**src/rtl/uart_rx_frame_ctrl.sv**
```systemverilog
// UART RX frame controller: sync hunt, width/height header, pixel stream.
// Optional checksum byte after the pixels: define UART_RX_FRAME_CSUM_EN.
module uart_rx_frame_ctrl #(
  parameter int DATA_WIDTH = 8,
  parameter int ADDR_WIDTH = 16,
  parameter logic [DATA_WIDTH-1:0] SYNC_BYTE = 8'hA5,
  parameter int TIMEOUT_CYC = 100000
) (
  input  logic                  clk_i_frm,
  input  logic                  rst_i_frm,
  input  logic                  enable_i_frm,
  input  logic                  abort_i_frm,
  input  logic                  fifo_empty_i_frm,
  input  logic [DATA_WIDTH-1:0] fifo_data_i_frm,
  output logic                  fifo_rd_o_frm,
  output logic                  mem_we_o_frm,
  output logic [ADDR_WIDTH-1:0] mem_addr_o_frm,
  output logic [DATA_WIDTH-1:0] mem_data_o_frm,
  output logic [DATA_WIDTH-1:0] width_o_frm,
  output logic [DATA_WIDTH-1:0] height_o_frm,
  output logic                  busy_o_frm,
  output logic                  frame_done_o_frm,
  output logic                  err_o_frm
);

  localparam int PW = 2 * DATA_WIDTH;
  localparam int TW = $clog2(TIMEOUT_CYC + 1);

  typedef enum logic [2:0] {
    S_IDLE   = 3'd0,
    S_SYNC   = 3'd1,
    S_W_HDR  = 3'd2,
    S_H_HDR  = 3'd3,
    S_PIXELS = 3'd4,
    S_DONE   = 3'd5,
`ifdef UART_RX_FRAME_CSUM_EN
    S_ERR    = 3'd6,
    S_CSUM   = 3'd7
`else
    S_ERR    = 3'd6
`endif
  } state_t;

  state_t                state_q, state_d;
  logic [DATA_WIDTH-1:0] width_q, width_d;
  logic [DATA_WIDTH-1:0] height_q, height_d;
  logic [ADDR_WIDTH-1:0] addr_q, addr_d;
  logic [DATA_WIDTH-1:0] data_q, data_d;
  logic                  we_q, we_d;
  logic [ADDR_WIDTH-1:0] idx_q, idx_d;
  logic [PW-1:0]         pcnt_q, pcnt_d;
  logic [TW-1:0]         idle_q, idle_d;
`ifdef UART_RX_FRAME_CSUM_EN
  logic [DATA_WIDTH-1:0] xor_q, xor_d;
`endif

  logic          pop;
  logic          timed;
  logic [PW-1:0] prod;
  logic          too_big;
  logic          last_px;

  // Pop whenever a byte-consuming state sees data at the FIFO head
  always_comb begin
    timed = (state_q == S_W_HDR) || (state_q == S_H_HDR)
`ifdef UART_RX_FRAME_CSUM_EN
         || (state_q == S_CSUM)
`endif
         || (state_q == S_PIXELS);
    pop = !fifo_empty_i_frm && (timed || (state_q == S_SYNC));
  end

  // Frame geometry checks on the height byte and last-pixel detect
  always_comb begin
    prod    = {{DATA_WIDTH{1'b0}}, width_q}
            * {{DATA_WIDTH{1'b0}}, fifo_data_i_frm};
    too_big = 32'(prod) > (32'd1 << ADDR_WIDTH);
    last_px = (32'(idx_q) + 32'd1) == 32'(pcnt_q);
  end

  // Next-state and datapath updates; abort overrides everything
  always_comb begin
    state_d  = state_q;
    width_d  = width_q;
    height_d = height_q;
    addr_d   = addr_q;
    data_d   = data_q;
    we_d     = 1'b0;
    idx_d    = idx_q;
    pcnt_d   = pcnt_q;
    idle_d   = '0;
`ifdef UART_RX_FRAME_CSUM_EN
    xor_d    = xor_q;
`endif
    if (timed && !pop) idle_d = idle_q + TW'(1);
    unique case (state_q)
      S_IDLE: if (enable_i_frm) state_d = S_SYNC;
      S_SYNC: begin
        if (pop && fifo_data_i_frm == SYNC_BYTE) state_d = S_W_HDR;
      end
      S_W_HDR: begin
        if (pop) begin
          width_d = fifo_data_i_frm;
          state_d = S_H_HDR;
        end
      end
      S_H_HDR: begin
        if (pop) begin
          height_d = fifo_data_i_frm;
          if (width_q == '0 || fifo_data_i_frm == '0 || too_big) begin
            state_d = S_ERR;
          end else begin
            pcnt_d  = prod;
            idx_d   = '0;
`ifdef UART_RX_FRAME_CSUM_EN
            xor_d   = '0;
`endif
            state_d = S_PIXELS;
          end
        end
      end
      S_PIXELS: begin
        if (pop) begin
          we_d   = 1'b1;
          addr_d = idx_q;
          data_d = fifo_data_i_frm;
          idx_d  = idx_q + ADDR_WIDTH'(1);
`ifdef UART_RX_FRAME_CSUM_EN
          xor_d  = xor_q ^ fifo_data_i_frm;
          if (last_px) state_d = S_CSUM;
`else
          if (last_px) state_d = S_DONE;
`endif
        end
      end
`ifdef UART_RX_FRAME_CSUM_EN
      S_CSUM: begin
        if (pop) state_d = (fifo_data_i_frm == xor_q) ? S_DONE : S_ERR;
      end
`endif
      S_DONE, S_ERR: state_d = enable_i_frm ? S_SYNC : S_IDLE;
      default: state_d = S_IDLE;
    endcase
    if (timed && !pop && idle_q == TW'(TIMEOUT_CYC - 1)) state_d = S_ERR;
    if (abort_i_frm) begin
      state_d = S_IDLE;
      we_d    = 1'b0;
    end
  end

  // State and datapath registers
  always_ff @(posedge clk_i_frm or posedge rst_i_frm) begin
    if (rst_i_frm) begin
      state_q  <= S_IDLE;
      width_q  <= '0;
      height_q <= '0;
      addr_q   <= '0;
      data_q   <= '0;
      we_q     <= 1'b0;
      idx_q    <= '0;
      pcnt_q   <= '0;
      idle_q   <= '0;
`ifdef UART_RX_FRAME_CSUM_EN
      xor_q    <= '0;
`endif
    end else begin
      state_q  <= state_d;
      width_q  <= width_d;
      height_q <= height_d;
      addr_q   <= addr_d;
      data_q   <= data_d;
      we_q     <= we_d;
      idx_q    <= idx_d;
      pcnt_q   <= pcnt_d;
      idle_q   <= idle_d;
`ifdef UART_RX_FRAME_CSUM_EN
      xor_q    <= xor_d;
`endif
    end
  end

  // Status decode straight from the state register
  always_comb begin
    fifo_rd_o_frm    = pop;
    mem_we_o_frm     = we_q;
    mem_addr_o_frm   = addr_q;
    mem_data_o_frm   = data_q;
    width_o_frm      = width_q;
    height_o_frm     = height_q;
    busy_o_frm       = (state_q == S_W_HDR) || (state_q == S_H_HDR)
                    || (state_q == S_PIXELS);
    frame_done_o_frm = (state_q == S_DONE);
    err_o_frm        = (state_q == S_ERR);
  end

endmodule

```
**config.mk**
```make
export PLATFORM = sky130hd
export DESIGN_NAME = uart_rx_frame_ctrl
export DESIGN_NICKNAME = d
export VERILOG_FILES = /design/src/rtl/uart_rx_frame_ctrl.sv
export SDC_FILE = /design/constraint.sdc
export NUM_CORES = 1
export LEC_CHECK = 0
export BUFFER_PORTS_ARGS = -buffer_cell sky130_fd_sc_hd__buf_2
export CAP_MARGIN = 5
export CORE_MARGIN = 4
export CORE_UTILIZATION = 35
export DETAILED_ROUTE_END_ITERATION = 8
export PLACE_DENSITY = 0.58
export SKIP_CTS_REPAIR_TIMING = 1
export SYNTH_ARGS = -nofsm -noshare
export SYNTH_HDL_FRONTEND = slang
export SYNTH_SLANG_ARGS = --single-unit
```
**constraint.sdc**
```tcl
create_clock -name clk_i_frm -period 8.3 [get_ports clk_i_frm]
set_clock_uncertainty 0.05 [all_clocks]
set_input_delay 2.49 -clock clk_i_frm [delete_from_list [all_inputs] [get_ports clk_i_frm]]
set_output_delay 2.49 -clock clk_i_frm [all_outputs]
set_load 0.05 [all_outputs]
```
Word level (Yosys, flattened, before mapping)
Index checks and enable logic that the tools add are counted.
{"block": "word_totals", "ff_bits": 93, "in_bits": 13, "output_inout_bits": 45, "elab_cells": 72}
{"block": "op_classes", "n_addsub": 3, "multipliers": 1, "eq_ne": 18, "muxes": 19, "bitwise_logic": 1, "n_reduce_logical": 21}
{"cell": "two-way mux 16 bit", "n": 3}
{"cell": "case mux 16 bit (2 select lines)", "n": 1}
{"cell": "two-way mux 3 bit", "n": 8}
{"cell": "case mux 3 bit (6 select lines)", "n": 1}
{"cell": "adder 16 x 1 -> 17 bit, second input constant", "n": 1}
{"cell": "adder 17 x 1 -> 17 bit, second input constant", "n": 1}
{"cell": "equality test 17 x 16 -> 1 bit", "n": 1}
{"cell": "equality test 17 bit, second input constant", "n": 1}
{"cell": "two-way mux 17 bit", "n": 1}
{"cell": "adder 16 x 1 -> 16 bit, second input constant", "n": 1}
{"cell": "zero test 8 bit", "n": 2}
{"cell": "multiplier 8 x 8 -> 16 bit", "n": 1}
{"cell": "!= test 4 x 3 -> 1 bit, second input constant", "n": 4}
{"cell": "equality test 3 bit, second input constant", "n": 3}
{"cell": "equality test 8 bit, second input constant", "n": 1}
{"cell": "equality test 3 x 2 -> 1 bit, second input constant", "n": 2}
{"cell": "!= test 2 bit, second input constant", "n": 3}
{"cell": "AND reduction 2 bit", "n": 3}
{"cell": "AND reduction 6 bit", "n": 1}
{"cell": "logical AND 1 bit", "n": 4}
{"cell": "logical OR 1 bit", "n": 4}
{"cell": "two-way mux 1 bit", "n": 4}
{"cell": "!= test 4 x 2 -> 1 bit, second input constant", "n": 1}
{"cell": "!= test 4 bit, second input constant", "n": 1}
{"cell": "9 further kinds", "n": 10}

Depth between registers and ports, before layout
{"block": "logic_depth", "word_depth": 10, "depth_mapped": 19, "mapped_depth_nobuf": 18}

Worst setup path before layout
No wires, ideal clock.
{"block": "synth_path", "path_kind": "in2reg", "startpoint": "input fifo_data_i_frm[7]", "endpoint": "register pcnt_q[15]", "arrival_ps": 6413, "slack_ps": 1768, "stages": 16, "cell_sequence": "clkbuf_1 nand2_1 fa_1 fa_1 inv_1 fa_1 inv_1 fa_1 inv_1 ha_1 o21ai_0 a21o_1 a21oi_1 nor3_1 or4b_1 nand3_1"}
{"block": "synth_between", "elab_chain_len": 4}
{"item": "from (decl)", "line": "14", "text": "input logic [DATA_WIDTH-1:0] fifo_data_i_frm,"}
{"item": "parallel branches: the longest is 4 deep, another holds multiplier 8 x 8 -> 16 bit"}
{"item": "to (signal assigned)", "line": "174", "text": "pcnt_q <= pcnt_d;"}
{"item": "to (decl)", "line": "51", "text": "logic [PW-1:0] pcnt_q, pcnt_d;"}
Several ways; the timed one is not identified.
A chain may end at the register's enable or synchronous reset.

Worst setup path after layout
{"block": "layout_path", "startpoint": "input fifo_data_i_frm[7]", "endpoint": "register pcnt_q[14]"}
The elaborated chain is that of the path after synthesis.

==> out/results.ini <==
[clocking]
numClockSinks=93
cts_buffers=9
path_clk_slew_ns=0.07
cts-root-buf=clkbuf_16
clkLatencyLatePin_ns=0.35
clock_path_buffers=2
cts_tree=yes
htree_num_levels=3

[placed_design]
hpwl_um=10800
port-buffer-count=57
gp_congestion=0.788
dpl.cell_count=992
place_area_um2=7100

[final_layout]
final_cells=1008
drive_gt1_frac=0.146
n_antenna_cell=0
fin_area_um2=7410
layout_common_cells=137 x nand2_1, 93 x dfrtp_1, 60 x inv_1, 57 x buf_2, 49 x and2_1
nNetsFinal=856
area_growth_pct=11.2
fill_cells=1916
final_common_cell=nand2_1

[critical_path]
critPathLaunchType=input pin
critPathKind=in2reg
rr_endpoint=pcnt_q[14]$_DFFE_PP0P_
crit_path_max_incr_delay_ns=0.54
critical-path-slowest-cell=fa_1
cp-end-kind=flop
cp.arrival_ns=6.53
cp_max_fo=13
crit_chain=buf_2 -> and2_1 -> fa_1 -> fa_1 -> fa_1 -> inv_1 -> fa_1 -> inv_1 -> ha_1 -> a21o_1 -> a31oi_1 -> o21ai_0 -> o41ai_1 -> xor2_1 -> o21ai_0
reg2reg_slack_ns=3.70
r2r_start=width_o_frm[2]$_DFFE_PP0P_
ff2ff_path_depth=14
crit_top_cell=fa_1
crit_required_ns=8.47

[hold_path]
hold_path.startpoint=mem_addr_o_frm[7]$_DFFE_PP0P_
hold_class=reg2reg
hold_depth=2
holdPathEnd=mem_addr_o_frm[7]$_DFFE_PP0P_

[drt]
via_count=4998
first_pass_iters=4
vias_per_cell=4.96
wl_per_cell_um=14.7
drc=0
drt_iter0_markers=232
drtAntennaViolNets=0
wirelength_um=14800

[yosys]
yosys_warnings=0
synth_seq_cells=93
ys_async_sr_fraction=1.00
ys.flop_type=dfrtp_1
synth_top_area_cell=dfrtp_1
synth.distinct_cells=55
synth_area_um2=6660
syn_area_per_cell_um2=9.02
synth-edff-count=0
synth_fp_nets=825
syn_inst=738
synth_top_area_frac=0.349
synthTopCellsByArea=dfrtp_1 35%, fa_1 11%, nand2_1 7.7%, ha_1 7.1%, and2_1 4.6%
seq_area_frac_synth=0.349

[timing]
hold_violations=0
drv_slew=0
maxSlewHeadroom=0.256
min_period_ns=6.35
fmax_mhz=157
setup_violations=0
whs_ns=0.417
fin_crit_sh=0.765
worst_pin_slew_ns=1.11
tns_ns=0
grt_setup_unrepaired=no

[pwr]
ir_worst_vdd_mv=0.292
total_power_mw=3.13
p_per_area_nw_per_um2=422
power_leakage_nw=3.64

[global_route]
grt_overflow=0
grt_max_degree=59
gr-usage-all-layers=0.148
grt_first_pass_wirelength_um=25800
antenna_found_initial=0
grt_pass1_vias=4997

[floorplan]
die_w_um=146
ioPinCount=58
core_area_um2=18700
die_y_um=146
die-area_um2=21300
rows=50
start_util=0.356

[flow_run]
maxCapViolCount=0

[outcome]
status=completed

-- metal layers --
metal | wire length [µm] | vias to the layer above | track usage
met1 | 7460 | 2424 | 0.211
met2 | 6670 | 78 | 0.231
met5 | 0 | - | 0
met4 | 140 | 0 | 0.0370
li1 | - | 2486 | -
met3 | 514 | 10 | 0.0287
-- through the flow --
step / setup WS [ns] / util
floorplan: 1.77 / -
global placement: 1.63 / 0.379
detailed placement: 1.57 / 0.379
CTS: 1.93 / 0.396
global route: 1.62 / 0.396
finish: 1.95 / 0.396
-- critical path: cells and delay by family --
family / cells / cell delay [ns]
XOR/XNOR: 1 / 0.19
AND/OR/NAND/NOR: 1 / 0.20
AO/OA/AOI/OAI: 5 / 0.93
buffers and inverters: 3 / 0.26
adder cells (fa/ha/maj): 5 / 2.45
-- flip-flops by register name, indices dropped and copies added, names as in the netlist --
register,cells
pcnt_q,16
mem_we_o_frm,1
mem_data_o_frm,8
height_o_frm,8
width_o_frm,8
idx_q,16
state_q,3
idle_q,17
mem_addr_o_frm,16
-- synth_stat cells (3+ instances only) --
master and count:
or3_1 5, dfrtp_1 93, a21o_1 5, mux2_2 22, nor3_1 15, and2_1 49
xnor2_1 22, nand3_1 16, a211oi_1 3, nor2_1 48, and3_1 8, nand4_1 5
nand2_1 137, nor4_1 7, o31ai_1 6, inv_1 61, nor2b_1 4, or4_1 3
xor2_1 20, o21ai_0 40, buf_4 4, a21oi_1 14, fa_1 36, clkbuf_1 33
ha_1 38, nor3_2 3
-- logic make-up (layout without fill, tap and decap cells) --
family / after synthesis / count (layout) / synth area share
mux: 23 / 23 / 0.0387
fa+ha+maj: 74 / 74 / 0.180
compound gates: 86 / 86 / 0.0799
buf+inv: 101 / 137 / 0.0598
flops: 93 / 93 / 0.349
xor+xnor: 42 / 42 / 0.0552
simple gates: 319 / 319 / 0.237
-- worst max-delay path by stage --
stage                                  end               start  depth (start not counted)  slack (ns)
detailed placement  pcnt_q[14]$_DFFE_PP0P_  fifo_data_i_frm[7]                         15        1.57
finish              pcnt_q[14]$_DFFE_PP0P_  fifo_data_i_frm[7]                         15        1.95
global placement    pcnt_q[15]$_DFFE_PP0P_  fifo_data_i_frm[7]                         16        1.63
global route        pcnt_q[15]$_DFFE_PP0P_  fifo_data_i_frm[7]                         16        1.62
floorplan           pcnt_q[15]$_DFFE_PP0P_  fifo_data_i_frm[7]                         16        1.77
CTS                 pcnt_q[15]$_DFFE_PP0P_  fifo_data_i_frm[7]                         16        1.93
-- where the power goes --
group | switching [mW] | internal (mW)
Combinational | 1.19 | 0.805
Clock | 0.178 | 0.264
Sequential | 0.137 | 0.552
Total | 1.51 | 1.62
-- cell type report --
type                    count  area (µm²)  area share
multi-input cells         544        3940       0.532
well taps                 234         293      0.0395
clock buffers              12         236      0.0319
inverters                  61         231      0.0313
flip-flops and latches     93        2330       0.314
clock inverters             4        72.6     0.00980
repair buffers             60         308      0.0416
Note: power is estimated with default switching activity, not from simulation.
